## config.mk

```make
export PLATFORM = sky130hd
export DESIGN_NAME = npu_mem_loader_flat
export DESIGN_NICKNAME = d
export VERILOG_FILES = /design/src/rtl/npu_pkg.sv /design/src/rtl/npu_mem_loader_if.sv /design/src/rtl/npu_loader_addrgen.sv /design/src/rtl/npu_mem_loader.sv /design/src/flat_wrapper.sv
export SDC_FILE = /design/constraint.sdc
export NUM_CORES = 1
export LEC_CHECK = 0
export CAP_MARGIN = 20
export CORE_UTILIZATION = 47
export DETAILED_ROUTE_END_ITERATION = 10
export PLACE_DENSITY_LB_ADDON = 0.2
export SLEW_MARGIN = 20
export SYNTH_ARGS = -nofsm -noshare
export SYNTH_HDL_FRONTEND = slang
export SYNTH_SLANG_ARGS = --single-unit
```

## constraint.sdc

```tcl
create_clock -name clk -period 3.9 [get_ports clk]
set_input_delay 0.78 -clock clk [delete_from_list [all_inputs] [get_ports clk]]
set_output_delay 0.78 -clock clk [all_outputs]
set_load 0.05 [all_outputs]
```

## src/rtl/npu_pkg.sv

```systemverilog
// Shared types and constants for the NPU memory loader slice.
package npu_pkg;

  localparam int DW      = 8;
  localparam int IMG_AW  = 10;
  localparam int PAR_AW  = 15;
  localparam int LEN_W   = 17;
  localparam int EW      = PAR_AW + 2;
  localparam int IMG_CAP = 4 * (2 ** IMG_AW);
  localparam int PAR_CAP = 2 ** PAR_AW;

  typedef enum logic [1:0] {
    TGT_IMAGE  = 2'd0,
    TGT_CONV   = 2'd1,
    TGT_DENSE  = 2'd2,
    TGT_DENSEB = 2'd3
  } tgt_e;

  typedef enum logic [1:0] {
    ST_IDLE = 2'd0,
    ST_LOAD = 2'd1,
    ST_FIN  = 2'd2
  } ld_state_e;

  // One-hot write enable for the image bank selected by the low address bits.
  function automatic logic [3:0] bank_onehot(input logic [1:0] bank);
    bank_onehot = 4'b0001 << bank;
  endfunction

endpackage

```

## src/rtl/npu_mem_loader_if.sv

```systemverilog
// Job control, byte stream and status handshake between host side and loader.
interface npu_mem_loader_if;
  import npu_pkg::*;

  logic              start;
  logic [1:0]        target;
  logic [PAR_AW-1:0] base_addr;
  logic [LEN_W-1:0]  length;
  logic              abort;
  logic              in_valid;
  logic [DW-1:0]     in_data;
  logic              in_ready;
  logic              busy;
  logic              done;
  logic              overflow;

  modport master (
    output start, target, base_addr, length, abort, in_valid, in_data,
    input  in_ready, busy, done, overflow
  );

  modport slave (
    input  start, target, base_addr, length, abort, in_valid, in_data,
    output in_ready, busy, done, overflow
  );
endinterface

```

## src/rtl/npu_loader_addrgen.sv

```systemverilog
// Byte counter and effective-address generator for the loader.
// The effective address is kept at PAR_AW+2 bits; wrapping is implicit in
// the bit slices handed out, and ovf flags any address past region depth.
module npu_loader_addrgen
  import npu_pkg::*;
(
  input  logic              clk,
  input  logic              reset,
  input  logic              clr,
  input  logic              inc,
  input  tgt_e              tgt,
  input  logic [PAR_AW-1:0] base,
  output logic [LEN_W-1:0]  cnt,
  output logic [1:0]        bank,
  output logic [IMG_AW-1:0] img_addr,
  output logic [PAR_AW-1:0] par_addr,
  output logic              ovf
);

  logic [LEN_W-1:0] cnt_r;
  logic [EW-1:0]    eff_s;

  // Byte counter: cleared on an accepted start, stepped per accepted byte.
  always_ff @(posedge clk) begin
    if (reset) begin
      cnt_r <= {LEN_W{1'b0}};
    end else if (clr) begin
      cnt_r <= {LEN_W{1'b0}};
    end else if (inc) begin
      cnt_r <= cnt_r + LEN_W'(1'b1);
    end else begin
      cnt_r <= cnt_r;
    end
  end

  // Effective address, bank split and region-depth check.
  always_comb begin
    eff_s    = {2'b00, base} + EW'(cnt_r);
    bank     = eff_s[1:0];
    img_addr = eff_s[IMG_AW+1:2];
    par_addr = eff_s[PAR_AW-1:0];
    if (tgt == TGT_IMAGE) begin
      ovf = |eff_s[EW-1:IMG_AW+2];
    end else begin
      ovf = |eff_s[EW-1:PAR_AW];
    end
  end

  assign cnt = cnt_r;

endmodule

```

## src/rtl/npu_mem_loader.sv

```systemverilog
// Host byte stream to RAM write-port converter for the NPU memory block.
// One job loads one region; writes come out one cycle after each accept.
module npu_mem_loader
  import npu_pkg::*;
(
  input  logic              clk,
  input  logic              reset,
  npu_mem_loader_if.slave   ld,
  output logic [IMG_AW-1:0] image_ram_addr_a,
  output logic [DW-1:0]     data_image0,
  output logic [DW-1:0]     data_image1,
  output logic [DW-1:0]     data_image2,
  output logic [DW-1:0]     data_image3,
  output logic              we_image0,
  output logic              we_image1,
  output logic              we_image2,
  output logic              we_image3,
  output logic [PAR_AW-1:0] conv_ram_addr_a,
  output logic [PAR_AW-1:0] dense_ram_addr_a,
  output logic [PAR_AW-1:0] denseb_ram_addr_a,
  output logic [DW-1:0]     data_conv,
  output logic [DW-1:0]     data_dense,
  output logic [DW-1:0]     data_denseb,
  output logic              we_conv,
  output logic              we_dense,
  output logic              we_denseb
);

  ld_state_e         state_r, next_state_s;
  tgt_e              tgt_r;
  logic [PAR_AW-1:0] base_r;
  logic [LEN_W-1:0]  len_r;
  logic              in_ready_r, busy_r, done_r, overflow_r;
  logic [3:0]        we_img_r;
  logic              we_conv_r, we_dense_r, we_denseb_r;
  logic [IMG_AW-1:0] img_addr_r;
  logic [PAR_AW-1:0] par_addr_r;
  logic [DW-1:0]     data_r;

  logic              start_ok_s, accept_s, last_s;
  logic [LEN_W-1:0]  cnt_s;
  logic [1:0]        bank_s;
  logic [IMG_AW-1:0] img_addr_s;
  logic [PAR_AW-1:0] par_addr_s;
  logic              ovf_s;

  // abort outranks start, even in IDLE
  assign start_ok_s = (state_r == ST_IDLE) && ld.start && !ld.abort;
  // in_ready_r is high exactly while in LOAD
  assign accept_s   = ld.in_valid && in_ready_r;
  assign last_s     = (cnt_s == (len_r - LEN_W'(1'b1)));

  npu_loader_addrgen u_addrgen (
    .clk      (clk),
    .reset    (reset),
    .clr      (start_ok_s),
    .inc      (accept_s),
    .tgt      (tgt_r),
    .base     (base_r),
    .cnt      (cnt_s),
    .bank     (bank_s),
    .img_addr (img_addr_s),
    .par_addr (par_addr_s),
    .ovf      (ovf_s)
  );

  // Next-state logic for the IDLE/LOAD/FIN job sequencer.
  always_comb begin
    next_state_s = state_r;
    case (state_r)
      ST_IDLE: begin
        if (start_ok_s) begin
          if (ld.length == {LEN_W{1'b0}}) begin
            next_state_s = ST_FIN;
          end else begin
            next_state_s = ST_LOAD;
          end
        end else begin
          next_state_s = ST_IDLE;
        end
      end
      ST_LOAD: begin
        if (ld.abort) begin
          next_state_s = ST_IDLE;
        end else if (accept_s && last_s) begin
          next_state_s = ST_FIN;
        end else begin
          next_state_s = ST_LOAD;
        end
      end
      ST_FIN:  next_state_s = ST_IDLE;
      default: next_state_s = ST_IDLE;
    endcase
  end

  // State register with status flags decoded from the next state.
  always_ff @(posedge clk) begin
    if (reset) begin
      state_r    <= ST_IDLE;
      in_ready_r <= 1'b0;
      busy_r     <= 1'b0;
      done_r     <= 1'b0;
    end else begin
      state_r    <= next_state_s;
      in_ready_r <= (next_state_s == ST_LOAD);
      busy_r     <= (next_state_s != ST_IDLE);
      done_r     <= (next_state_s == ST_FIN);
    end
  end

  // Job parameters latched on start; sticky overflow cleared by a new job.
  always_ff @(posedge clk) begin
    if (reset) begin
      tgt_r      <= TGT_IMAGE;
      base_r     <= {PAR_AW{1'b0}};
      len_r      <= {LEN_W{1'b0}};
      overflow_r <= 1'b0;
    end else if (start_ok_s) begin
      tgt_r      <= tgt_e'(ld.target);
      base_r     <= ld.base_addr;
      len_r      <= ld.length;
      overflow_r <= 1'b0;
    end else if (accept_s && ovf_s) begin
      overflow_r <= 1'b1;
    end else begin
      overflow_r <= overflow_r;
    end
  end

  // Write register: one strobe per accepted byte, address/data held between.
  always_ff @(posedge clk) begin
    if (reset) begin
      we_img_r    <= 4'b0000;
      we_conv_r   <= 1'b0;
      we_dense_r  <= 1'b0;
      we_denseb_r <= 1'b0;
      img_addr_r  <= {IMG_AW{1'b0}};
      par_addr_r  <= {PAR_AW{1'b0}};
      data_r      <= {DW{1'b0}};
    end else begin
      we_img_r    <= 4'b0000;
      we_conv_r   <= 1'b0;
      we_dense_r  <= 1'b0;
      we_denseb_r <= 1'b0;
      if (accept_s) begin
        data_r <= ld.in_data;
        case (tgt_r)
          TGT_IMAGE: begin
            img_addr_r <= img_addr_s;
            we_img_r   <= bank_onehot(bank_s);
          end
          TGT_CONV: begin
            par_addr_r <= par_addr_s;
            we_conv_r  <= 1'b1;
          end
          TGT_DENSE: begin
            par_addr_r <= par_addr_s;
            we_dense_r <= 1'b1;
          end
          TGT_DENSEB: begin
            par_addr_r  <= par_addr_s;
            we_denseb_r <= 1'b1;
          end
          default: begin
            we_img_r <= 4'b0000;
          end
        endcase
      end
    end
  end

  assign ld.in_ready = in_ready_r;
  assign ld.busy     = busy_r;
  assign ld.done     = done_r;
  assign ld.overflow = overflow_r;

  assign image_ram_addr_a  = img_addr_r;
  assign data_image0       = data_r;
  assign data_image1       = data_r;
  assign data_image2       = data_r;
  assign data_image3       = data_r;
  assign we_image0         = we_img_r[0];
  assign we_image1         = we_img_r[1];
  assign we_image2         = we_img_r[2];
  assign we_image3         = we_img_r[3];
  assign conv_ram_addr_a   = par_addr_r;
  assign dense_ram_addr_a  = par_addr_r;
  assign denseb_ram_addr_a = par_addr_r;
  assign data_conv         = data_r;
  assign data_dense        = data_r;
  assign data_denseb       = data_r;
  assign we_conv           = we_conv_r;
  assign we_dense          = we_dense_r;
  assign we_denseb         = we_denseb_r;

endmodule

```

## src/flat_wrapper.sv

```systemverilog
// flat-port wrapper written by rule: the top's interface ports become plain ports
module npu_mem_loader_flat import npu_pkg::*;
  (clk, reset, image_ram_addr_a, data_image0, data_image1, data_image2, data_image3, we_image0, we_image1, we_image2, we_image3, conv_ram_addr_a, dense_ram_addr_a, denseb_ram_addr_a, data_conv, data_dense, data_denseb, we_conv, we_dense, we_denseb, ld_start, ld_target, ld_base_addr, ld_length, ld_abort, ld_in_valid, ld_in_data, ld_in_ready, ld_busy, ld_done, ld_overflow);
  npu_mem_loader_if ld_i ();
  input  logic clk;
  input  logic reset;
  output logic [IMG_AW-1:0] image_ram_addr_a;
  output logic [DW-1:0] data_image0;
  output logic [DW-1:0] data_image1;
  output logic [DW-1:0] data_image2;
  output logic [DW-1:0] data_image3;
  output logic we_image0;
  output logic we_image1;
  output logic we_image2;
  output logic we_image3;
  output logic [PAR_AW-1:0] conv_ram_addr_a;
  output logic [PAR_AW-1:0] dense_ram_addr_a;
  output logic [PAR_AW-1:0] denseb_ram_addr_a;
  output logic [DW-1:0] data_conv;
  output logic [DW-1:0] data_dense;
  output logic [DW-1:0] data_denseb;
  output logic we_conv;
  output logic we_dense;
  output logic we_denseb;
  input wire logic [$bits(ld_i.start)-1:0] ld_start;
  input wire logic [$bits(ld_i.target)-1:0] ld_target;
  input wire logic [$bits(ld_i.base_addr)-1:0] ld_base_addr;
  input wire logic [$bits(ld_i.length)-1:0] ld_length;
  input wire logic [$bits(ld_i.abort)-1:0] ld_abort;
  input wire logic [$bits(ld_i.in_valid)-1:0] ld_in_valid;
  input wire logic [$bits(ld_i.in_data)-1:0] ld_in_data;
  output wire logic [$bits(ld_i.in_ready)-1:0] ld_in_ready;
  output wire logic [$bits(ld_i.busy)-1:0] ld_busy;
  output wire logic [$bits(ld_i.done)-1:0] ld_done;
  output wire logic [$bits(ld_i.overflow)-1:0] ld_overflow;
  assign ld_i.start = ld_start;
  assign ld_i.target = ld_target;
  assign ld_i.base_addr = ld_base_addr;
  assign ld_i.length = ld_length;
  assign ld_i.abort = ld_abort;
  assign ld_i.in_valid = ld_in_valid;
  assign ld_i.in_data = ld_in_data;
  assign ld_in_ready = ld_i.in_ready;
  assign ld_busy = ld_i.busy;
  assign ld_done = ld_i.done;
  assign ld_overflow = ld_i.overflow;
  npu_mem_loader u_core (.clk(clk), .reset(reset), .ld(ld_i), .image_ram_addr_a(image_ram_addr_a), .data_image0(data_image0), .data_image1(data_image1), .data_image2(data_image2), .data_image3(data_image3), .we_image0(we_image0), .we_image1(we_image1), .we_image2(we_image2), .we_image3(we_image3), .conv_ram_addr_a(conv_ram_addr_a), .dense_ram_addr_a(dense_ram_addr_a), .denseb_ram_addr_a(denseb_ram_addr_a), .data_conv(data_conv), .data_dense(data_dense), .data_denseb(data_denseb), .we_conv(we_conv), .we_dense(we_dense), .we_denseb(we_denseb));
endmodule
```

### After elaboration in Yosys (flattened, before gate mapping)

Index checks and enable logic that the tools add are counted.
W data, S select, Z words.

| storage, ports and cells | value |
|---|---|
| word-level logic and storage cells | 56 |
| output and inout port bits | 122 |
| bits in registers | 97 |
| bits of input ports | 47 |

| operators by class | value |
|---|---|
| muxes and demuxes | 9 |
| bitwise gates (word level) | 2 |
| $add $sub $neg | 3 |
| equal/unequal tests | 7 |
| reductions and logical operators | 18 |
| shifts and indexed selects | 1 |

Operator list:

| cell | number |
|---|---|
| $add A15 B17 Y17 | 1 |
| $add A17 B1 Y17 const B | 1 |
| $eq A17 B17 Y1 | 1 |
| $logic_not A17 Y1 | 1 |
| $sub A17 B1 Y17 const B | 1 |
| $mux W2 | 4 |
| $eq A2 B1 Y1 const B | 3 |
| $eq A2 B2 Y1 const B | 3 |
| $reduce_or A2 Y1 | 3 |
| $reduce_or A3 Y1 | 2 |
| $logic_and A1 B1 Y1 | 5 |
| $reduce_or A5 Y1 | 1 |
| $logic_not A2 Y1 | 2 |
| $mux W1 | 4 |
| $pmux W2 S2 | 1 |
| $reduce_and A2 Y1 | 2 |
| $shl A1 B2 Y4 const A | 1 |
| $not A1 Y1 | 2 |
| $reduce_bool A2 Y1 | 1 |
| $logic_not A1 Y1 | 1 |

### Depth between registers and ports, before layout

Gate-level depths: netlist of run 1.

| logic depth | value |
|---|---|
| depth in word-level cells | 7 |
| mapped depth | 11 |
| mapped depth without buffers | 10 |

### By module

From an unflattened synthesis of run 1, not the netlist that was laid out.

| second synthesis, totals | value |
|---|---|
| cell total of the unflattened synthesis | 697 |
| area total of the unflattened synthesis | 5564.1 µm² |

Modules (own cells, without submodules):

| module | instances | area each (µm²) | cells each | sequential area each (µm²) |
|---|---|---|---|---|
| npu_mem_loader | 1 | 3940.0 | 494 | 1601.5 |
| npu_loader_addrgen | 1 | 1624.1 | 203 | 340.3 |

### Worst setup path before layout of run 1

Ideal clock, no wire load.

| path | value |
|---|---|
| path type | flip-flop to flip-flop |
| start | register u_core.len_r[0] |
| end | register u_core.done_r, in the netlist u_core.ld.done |
| path slack | 967 ps |
| buffers on the path | 1 |
| cell stages (with the launch flop) | 11 |
| library setup time | 58 ps |
| data arrival time | 2875 ps |
| cells stage by stage | dfxtp_1 inv_1 ha_1 or4b_2 clkbuf_8 nor3_2 xnor2_1 or4_1 or4_1 nor4_2 o21a_1 |

| on the way | value |
|---|---|
| word-level cells in the longest chain between the ends | 7 |

RTL lines:

| what | line | text |
|---|---|---|
| start, declared | npu_mem_loader.sv:32 | `logic [LEN_W-1:0] len_r;` |
| start signal, assigned | npu_mem_loader.sv:116 | `len_r <= {LEN_W{1'b0}};` |
| start signal, assigned | npu_mem_loader.sv:121 | `len_r <= ld.length;` |
| $sub A17 B1 Y17 | npu_mem_loader.sv:51 | `assign last_s = (cnt_s == (len_r - LEN_W'(1'b1)));` |
| $eq A17 B17 Y1 | npu_mem_loader.sv:51 |  |
| $logic_and A1 B1 Y1 | npu_mem_loader.sv:85 | `end else if (accept_s && last_s) begin` |
| $mux W2 | npu_mem_loader.sv:85 |  |
| $mux W2 | npu_mem_loader.sv:83 | `if (ld.abort) begin` |
| $pmux W2 S2 | npu_mem_loader.sv:70 | `case (state_r)` |
| $eq A2 B2 Y1 | npu_mem_loader.sv:107 | `done_r <= (next_state_s == ST_FIN);` |
| end signal, assigned | npu_mem_loader.sv:107 |  |
| end, declared | npu_mem_loader.sv:33 | `logic in_ready_r, busy_r, done_r, overflow_r;` |

Every way passes these cells.
A chain may end at the register's enable or synchronous reset.

### Final worst setup path of run 1

Ends and elaborated chain as after synthesis.

==> results of run 1 <==
==> where the power goes <==
| part | switching, mW | internal [mW] |
|---|---|---|
| Sequential | 0.0255 | 1.01 |
| Combinational | 0.197 | 0.144 |
| Clock | 0.364 | 0.503 |
| Total | 0.587 | 1.66 |
==> state kept, by name, indices dropped and copies added, names as in the netlist <==
| signal | cells |
|---|---|
| u_core.ld.busy | 1 |
| u_core.state_r | 2 |
| u_core.ld.in_ready | 1 |
| u_core.base_r | 15 |
| u_core.conv_ram_addr_a | 15 |
| u_core.we_img_r | 4 |
| u_core.ld.overflow | 1 |
| u_core.we_conv | 1 |
| u_core.tgt_r | 2 |
| u_core.we_dense | 1 |
| u_core.data_conv | 8 |
| u_core.image_ram_addr_a | 10 |
| u_core.u_addrgen.cnt | 17 |
| u_core.we_denseb | 1 |
| u_core.ld.done | 1 |
| u_core.len_r | 17 |
==> final cells by class <==
class                           instances  area (µm²)
Clock buffer                           15         288
Clock inverter                          1        7.51
Fill cell                             998        4160
Inverter                                9        33.8
Multi-Input combinational cell        484        2740
Sequential cell                        97        1940
Tap cell                              140         175
Timing Repair Buffer                  174        1730
==> worst max path at each step <==
stage | depth (start not counted) | from | endpoint
after CTS | 9 | u_core.len_r[0]$_SDFFE_PP0P_ | u_core.state_r[1]$_SDFF_PP0_
final | 9 | u_core.len_r[0]$_SDFFE_PP0P_ | u_core.ld.done$_SDFF_PP0_
after global placement | 9 | u_core.len_r[0]$_SDFFE_PP0P_ | u_core.ld.done$_SDFF_PP0_
after global routing | 9 | u_core.len_r[0]$_SDFFE_PP0P_ | u_core.state_r[1]$_SDFF_PP0_
after detailed placement | 9 | u_core.len_r[0]$_SDFFE_PP0P_ | u_core.state_r[1]$_SDFF_PP0_
after floorplan | 10 | u_core.len_r[0]$_SDFFE_PP0P_ | u_core.ld.done$_SDFF_PP0_
==> per-stage QoR <==
stage	cells	power, mW	setup WS (ps)
after floorplan	703	1.30	967
after global placement	904	1.40	719
after detailed placement	904	1.40	617
after CTS	920	2.27	597
after global routing	920	2.34	463
final	920	2.25	662
==> metal layers <==
layer  vias up  wire, µm
li1       2464         -
met1      2233      5790
met2       129      6910
met3        14       527
met4         0       247
met5         -         0
==> cells by family after synthesis <==
| kind of cell | count (synthesis) | share of synthesized area (%) |
|---|---|---|
| and+or+nand+nor | 277 | 23.3 |
| adders and majority gates | 18 | 4.27 |
| DFF | 97 | 35.6 |
| AOI/OAI and AO/OA | 140 | 14.5 |
| xor gates and xnor gates | 47 | 7.54 |
| muxes | 2 | 0.367 |
| buffers and inverters | 122 | 14.4 |
==> worst reg2reg max path: cells and delay by family (launching register included) <==
family	cells	cell delay (ps)
simple gates	5	2240
flops	1	350
fa+ha+maj	1	260
compound gates	1	200
buf+inv	1	70
xor+xnor	1	70
==> Yosys cell counts (4+ instances only) <==
library cell	n	area [µm²]
a211oi_1	6	45.0
a21oi_1	90	450
a31oi_1	4	25.0
buf_4	78	586
clkbuf_1	29	109
dfxtp_1	97	1940
ha_1	17	213
inv_1	9	33.8
nand2_1	148	556
nand2b_1	7	43.8
nand3_1	13	65.1
nand4_1	9	56.3
nor2_1	45	169
nor3_1	13	65.1
nor4_1	11	68.8
nor4b_1	6	52.6
o211ai_1	6	45.0
o21ai_0	16	80.1
or3_1	7	43.8
xnor2_1	31	272
xor2_1	16	140
==> results.tsv, run 1 <==
metric	value	unit
outcome	completed	
rows	38	
numCtsBuffers	9	
rsz0062_at_grt	false	
grtUsageTotal	23.1	%
setup_tns	0	ps
synth-edff-count	0	
dp_hpwl	10500	µm
synthesis.instances	703	
synth_warnings	0	
r2r_start	u_core.len_r[0]$_SDFFE_PP0P_	
hold_violations	0	
ys_seq_area_share	35.6	%
cts_tree	built	
r2r-end	u_core.ld.done$_SDFF_PP0_	
syn_area	5460	µm²
layout_common_cells	167 x clkdlybuf4s50_1, 148 x nand2_1, 97 x dfxtp_1	
die_h	110	µm
power_density	325	nW/µm²
drc	0	
grt_antenna_before_repair	0	
r2r_slack	660	ps
tightest_slew	935	ps
wl	13500	µm
syn-num-nets	768	
p_leak	2.46	nW
syn_avg_cell_area	7.76	µm²
drive_gt1_share	3.72	%
critPathMostFrequentCell	or4_1	
critical_path_required	4190	ps
cp_slowest_cell	or4b_2	
finalClockSkew	4.49	ps
cts_buffer_depth	2	
hold_buffers	0	
ios	169	
dieArea	12000	µm²
async_reset_ff_share	0	%
hold_path_class	flip-flop to flip-flop	
worstSetupEndpointType	flip-flop	
die_w	110	µm
viasPerCell	5.26	
path_max_fanout	7	
cp_cell_sequence	inv_1 > ha_1 > or4b_2 > nor3_2 > xnor2_1 > or4_1 > or4_1 > nor4_2 > o21a_1	
synth-seq-cells	97	
drt-initial-drc-count	227	
numPortBuffers	168	
ys.flop_type	dfxtp_1	
met1_usage	28.3	%
max_stage_delay	740	ps
htreeDepth	3	
clk_latency	340	ps
post_cts_buffers	0	
critPathTopFamily	simple AND/OR/NAND/NOR gates	
firstDrtPassIters	5	
use_met3	2.37	%
grt_pass1_vias	4328	
reg2regPathDepth	9	
min_from	u_core.base_r[2]$_SDFFE_PP0P_	
setup_viol	0	
maxCapViolations	0	
busiest_layer	met2	
post_cts_resize_count	0	
grt_max_degree	53	
fin_crit_sh	83.0	%
fin_nets	840	
clock-sinks	97	
max_slew_margin	37.4	%
worstPathArrival	3530	ps
fin_util	62.4	%
grt.overflow.total	0	
fin_area	6920	µm²
cts_root_buffer	clkbuf_16	
hold-worst-slack	459	ps
routedWlPerCell	14.6	µm
final.min_clock_period	3240	ps
syn_to_final_growth	26.8	%
fmax	0.309	GHz
min_to	u_core.base_r[2]$_SDFFE_PP0P_	
via_count	4840	
criticalPathCategory	flip-flop to flip-flop	
placed_area	6620	µm²
postRouteAntennaNets	0	
n_antenna_cell	0	
clkTransAtPathRegs	60	ps
core_area	11100	µm²
final_common_cell	clkdlybuf4s50_1	
place.gp.congestion	0.865	
grt_pass1_wl	21300	µm
synth_cell_type_count	52	
maxSlewViolCount	0	
start_util	49.3	%
start_kind	flip-flop	
hold-path-cell-count	2	
grt_use_met2	41.0	%
worst-path-buf-inv	1	
ir_worst_vdd	176	µV
Note: power is estimated with default switching activity, not from simulation.
==> run 2: changes to the inputs <==
--- a/config.mk
+++ b/config.mk
@@ -6,7 +6,7 @@
 export NUM_CORES = 1
 export LEC_CHECK = 0
 export CAP_MARGIN = 20
-export CORE_UTILIZATION = 47
+export CORE_UTILIZATION = 43
 export DETAILED_ROUTE_END_ITERATION = 10
 export PLACE_DENSITY_LB_ADDON = 0.2
 export SLEW_MARGIN = 20
==> constraint.sdc (replaced) <==
create_clock -name clk -period 2.7 [get_ports clk]
set_input_delay 0.54 -clock clk [delete_from_list [all_inputs] [get_ports clk]]
set_output_delay 0.54 -clock clk [all_outputs]
set_load 0.05 [all_outputs]
==> results.tsv, run 2 (same netlist as run 1, synthesis figures left out) <==
metric	value	unit	change
max_slew_margin	65.0	%	+28 points
via_count	5033		+4.0%
outcome	finished with violations		
postRouteAntennaNets	0		unchanged
drt-initial-drc-count	189		-17%
grt_pass1_vias	4609		+6.5%
grt_max_degree	59		+11%
grt.overflow.total	0		unchanged
setup_viol	4		+4
violations	setup timing		
fmax	0.343	GHz	+11%
cp_slowest_cell	or4_1		
hold-path-cell-count	2		unchanged
worstSetupEndpointType	flip-flop		
grtUsageTotal	21.5	%	-1.7 points
dieArea	13100	µm²	+9.1%
pre_cts_slack	-206	ps	-823 ps
numPortBuffers	168		unchanged
viasPerCell	5.10		-3.0%
drc	0		unchanged
worstPathArrival	3210	ps	-320 ps
finalClockSkew	7.09	ps	+2.60 ps
maxSlewViolCount	0		unchanged
die_h	115	µm	+4.5%
rows	40		+5.3%
wl	13800	µm	+2.3%
final.min_clock_period	2910	ps	-323 ps
fillers	1127		+13%
cts_root_buffer	clkbuf_16		
drive_gt1_share	10.1	%	+6.4 points
syn_to_final_growth	34.8	%	
power_density	466	nW/µm²	+44%
core_area	12200	µm²	+10%
hold_violations	0		unchanged
routedWlPerCell	14.0	µm	-4.5%
firstDrtPassIters	4		-1
rsz0062_at_grt	true		
grt_antenna_before_repair	0		unchanged
start_kind	flip-flop		
layout_common_cells	167 x clkdlybuf4s50_1, 148 x nand2_1, 93 x dfxtp_1		
die_w	115	µm	+4.5%
worst-path-buf-inv	0		-1
path_max_fanout	4		-3
hold_path_class	flip-flop to flip-flop		
p_leak	2.68	nW	+9.2%
criticalPathCategory	flip-flop to flip-flop		
dp_hpwl	10600	µm	+1.2%
setup_tns	-823	ps	-823 ps
ios	169		unchanged
clk_latency	350	ps	about the same
place.gp.congestion	0.839		-3.0%
critPathTopFamily	simple AND/OR/NAND/NOR gates		
max_stage_delay	520	ps	-220 ps
critPathMostFrequentCell	or4_4		
clock-sinks	97		unchanged
reg2regPathDepth	8		-1
critical_path_depth	8		-1
final_common_cell	clkdlybuf4s50_1		
critical_path_required	3000	ps	-1190 ps
ir_worst_vdd	301	µV	+71%
fin_ws	-214	ps	-877 ps
clkTransAtPathRegs	70	ps	about the same
cp_cell_sequence	or3_4 > or4_4 > nor3_4 > xnor2_1 > or4_1 > or4_4 > nor4_4 > o21a_1		
grt_pass1_wl	22100	µm	+3.6%
htreeDepth	3		unchanged
fin_crit_sh	108	%	+25 points
hold_buffers	0		unchanged
maxCapViolations	0		unchanged
n_antenna_cell	0		unchanged
tightest_slew	523	ps	-412 ps
start_util	44.7	%	-4.6 points
cts_tree	built		
fin_nets	878		+4.5%
cts_buffer_depth	2		unchanged
numCtsBuffers	9		unchanged
-- run 2: cell types whose count changed in the layout (fill, tap and decap cells not counted), moves of 2 or more --
| cell | change |
|---|---|
| clkinv_2 | +2 |
| ha_1 | -2 |
| dfxtp_1 | -4 |
| ha_4 | +2 |
| inv_2 | +2 |
| buf_4 | +37 |
| clkbuf_8 | -3 |
| bufinv_16 | +2 |
| inv_1 | -2 |
| dfxtp_2 | +4 |
-- run 2: area by class of cell --
cell class	count	area (µm²)	area share, %
timing repair buffer	212	2030	27.6
multi-input combinational	484	2810	38.2
tap	168	210	2.86
inverter	9	33.8	0.459
clock inverter	5	78.8	1.07
clock buffer	11	243	3.30
sequential	97	1950	26.5
-- run 2: metal layers --
| metal | vias up | part of all wire (%) | GRT usage [%] |
|---|---|---|---|
| met5 | - | 0 | 0 |
| met4 | 0 | 2.4 | 9.96 |
| met3 | 20 | 5.4 | 2.86 |
| met2 | 154 | 50 | 39.0 |
| met1 | 2330 | 42 | 24.9 |
| li1 | 2529 | - | - |
-- run 2: worst paths after layout --
check | end | slack (ps) | from
worst max-delay path | u_core.ld.done$_SDFF_PP0_ | -210 | u_core.len_r[5]$_SDFFE_PP0P_
worst min-delay path | u_core.image_ram_addr_a[5]$_SDFFE_PP0P_ | 460 | u_core.image_ram_addr_a[5]$_SDFFE_PP0P_
worst max register to register | u_core.ld.done$_SDFF_PP0_ | -210 | u_core.len_r[5]$_SDFFE_PP0P_
worst min register to register | u_core.image_ram_addr_a[5]$_SDFFE_PP0P_ | 460 | u_core.image_ram_addr_a[5]$_SDFFE_PP0P_
-- run 2: tightest hold or removal path, cell delays in order (launching register included) --
cell and delay (ps):
dfxtp_1 310, nand2_1 50, a21oi_1 50
-- run 2: metrics by stage --
stage               utilization, %  area, µm²  hold slack [ps]  cells  total power, mW
finish                        60.2       7350              459    986             3.43
CTS                           59.7       7290              460    982             3.45
global route                  60.2       7350              481    986             3.58
floorplan                        -       5480              440    703             1.88
global placement              56.9       6950              450    966             2.06
detailed placement            56.9       6950              451    966             2.07
-- run 2: what timing repair did --
item | in CTS | in global routing
gates resized for setup | 4 | 10
pin swaps | 4 | 10
endpoints found under the setup margin | 6 | 7
buffers inserted | 0 | 4
-- run 2: power by group --
| part | internal [mW] | switching [mW] |
|---|---|---|
| clock network | 0.836 | 0.551 |
| registers | 1.46 | 0.0277 |
| logic | 0.243 | 0.310 |
| total | 2.54 | 0.888 |
==> run 3: changes to the inputs <==
--- a/config.mk
+++ b/config.mk
@@ -5,10 +5,11 @@
 export SDC_FILE = /design/constraint.sdc
 export NUM_CORES = 1
 export LEC_CHECK = 0
+export ABC_CLOCK_PERIOD_IN_PS = 2700
 export CAP_MARGIN = 20
 export CORE_UTILIZATION = 43
 export DETAILED_ROUTE_END_ITERATION = 10
-export PLACE_DENSITY_LB_ADDON = 0.2
+export PLACE_DENSITY = 0.82
 export SLEW_MARGIN = 20
 export SYNTH_ARGS = -nofsm -noshare
 export SYNTH_HDL_FRONTEND = slang
==> results.tsv, run 3 (same netlist as run 1, synthesis figures left out) <==
metric	value	unit	change
start_kind	flip-flop		
postRouteAntennaNets	0		unchanged
cp_cell_sequence	or3_4 > or4_4 > nor3_4 > xnor2_1 > or4_1 > or4_4 > nor4_4 > o21a_1		
drc	0		unchanged
reg2regPathDepth	8		unchanged
hold_path_class	flip-flop to flip-flop		
critical_path_required	2990	ps	about the same
wl	13400	µm	-2.6%
die_h	115	µm	unchanged
start_util	44.7	%	unchanged
fin_area	7230	µm²	-1.7%
worstPathArrival	3050	ps	-160 ps
core_area	12200	µm²	unchanged
clkTransAtPathRegs	70	ps	about the same
maxSlewViolCount	0		unchanged
fin_crit_sh	102	%	-5.6 points
grt_antenna_before_repair	0		unchanged
worstSetupEndpointType	flip-flop		
multi_input_area	2780	µm²	-1.2%
tightest_slew	703	ps	+179 ps
max_stage_delay	510	ps	about the same
grtUsageTotal	20.6	%	-0.87 points
max_slew_margin	53.2	%	-12 points
grt_max_degree	41		-31%
final.min_clock_period	2760	ps	-152 ps
rows	40		unchanged
p_total	3.32	mW	-3.2%
criticalPathCategory	flip-flop to flip-flop		
firstDrtPassIters	5		+1
numPortBuffers	168		unchanged
post_cts_buffers	0		unchanged
via_count	5039		+0.12%
ir_worst_vdd	242	µV	-20%
maxCapViolations	0		unchanged
fillers	1106		-1.9%
placed_area	6910	µm²	-0.47%
dp_hpwl	10200	µm	-3.4%
finalClockSkew	6.72	ps	-0.372 ps
hold-path-cell-count	2		unchanged
layout_common_cells	167 x clkdlybuf4s50_1, 148 x nand2_1, 95 x dfxtp_1		
grt_pass1_wl	21600	µm	-2.2%
setup_viol	4		unchanged
viasPerCell	5.14		+0.63%
cp_slowest_cell	or4_1		
clock-sinks	97		unchanged
drt-initial-drc-count	320		+69%
hold_violations	0		unchanged
drive_gt1_share	8.49	%	-1.7 points
cts_buffer_depth	2		unchanged
power_density	459	nW/µm²	-1.6%
violations	setup timing		
rsz0062_at_grt	true		
hold_buffers	0		unchanged
final_common_cell	clkdlybuf4s50_1		
grt.overflow.total	0		unchanged
routedWlPerCell	13.7	µm	-2.1%
fin_nets	873		-0.57%
fmax	0.362	GHz	+5.5%
grt_pass1_vias	4571		-0.82%
cts_tree	built		
ios	169		unchanged
numCtsBuffers	9		unchanged
clk_latency	350	ps	about the same
n_antenna_cell	0		unchanged
dieArea	13100	µm²	unchanged
outcome	finished with violations		
place.gp.congestion	0.882		+5.1%
seqCellArea	1940	µm²	-0.13%
cts_root_buffer	clkbuf_16		
path_max_fanout	4		unchanged
critPathMostFrequentCell	or4_4		
syn_to_final_growth	32.5	%	
p_leak	2.63	nW	-2.0%
fin_ws	-62.6	ps	+152 ps
die_w	115	µm	unchanged
htreeDepth	3		unchanged
run 3: cell count changes in the layout (fill, tap and decap cells not counted), sizes merged:
cell,change
inv,+1
buf,-5
clkinv,-1
clkinvlp,+1
bufinv,-1
run 3: report_power, final:
| part | leakage, nW | switching (mW) | internal (mW) |
|---|---|---|---|
| Combinational | 1.70 | 0.309 | 0.236 |
| Clock | 0.140 | 0.558 | 0.725 |
| Sequential | 0.787 | 0.0283 | 1.46 |
run 3: what timing repair did:
item,4_1_cts,5_1_grt
endpoints found under the setup margin,4,6
pin swaps,3,2
resized for setup,2,3
run 3: final timing paths:
| path | slack, ps | endpoint | start |
|---|---|---|---|
| max reg2reg | -60 | u_core.ld.done$_SDFF_PP0_ | u_core.len_r[5]$_SDFFE_PP0P_ |
| min | 450 | u_core.image_ram_addr_a[7]$_SDFFE_PP0P_ | u_core.image_ram_addr_a[7]$_SDFFE_PP0P_ |
| min reg2reg | 450 | u_core.image_ram_addr_a[7]$_SDFFE_PP0P_ | u_core.image_ram_addr_a[7]$_SDFFE_PP0P_ |
| max | -60 | u_core.ld.done$_SDFF_PP0_ | u_core.len_r[5]$_SDFFE_PP0P_ |
run 3: cell type report:
type | count | area share, %
Clock buffer | 11 | 3.22
Timing Repair Buffer | 207 | 27.2
Multi-Input combinational cell | 484 | 38.4
Sequential cell | 97 | 26.9
Clock inverter | 5 | 0.882
Tap cell | 168 | 2.91
Inverter | 9 | 0.467
run 3: stage by stage:
| step | hold slack (ps) | util (%) | TNS, ps | cells | setup slack, ps |
|---|---|---|---|---|---|
| 4_1_cts | 456 | 59.1 | -174 | 981 | -54.5 |
| 3_3_place_gp | 443 | 56.6 | -380 | 965 | -102 |
| 6_report | 453 | 59.2 | -227 | 981 | -62.6 |
| 5_1_grt | 480 | 59.2 | -939 | 981 | -210 |
| 2_1_floorplan | 440 | - | -633 | 703 | -165 |
| 3_5_place_dp | 447 | 56.6 | -592 | 965 | -160 |
run 3: per-layer routing:
layer  track usage, %  part of all wire [%]  vias to the layer above
li1                 -                     -                     2523
met2             36.7                    50                      170
met1             24.8                    43                     2331
met3             3.60                   6.1                       15
met4             7.36                   1.4                        0
met5                0                     0                        -
run 3: critical path: cells and delay by family (launching register included):
| kind | cells | cell delay, ps |
|---|---|---|
| and+or+nand+nor | 6 | 2160 |
| AOI/OAI and AO/OA | 1 | 160 |
| DFF | 1 | 320 |
| xor gates and xnor gates | 1 | 80 |
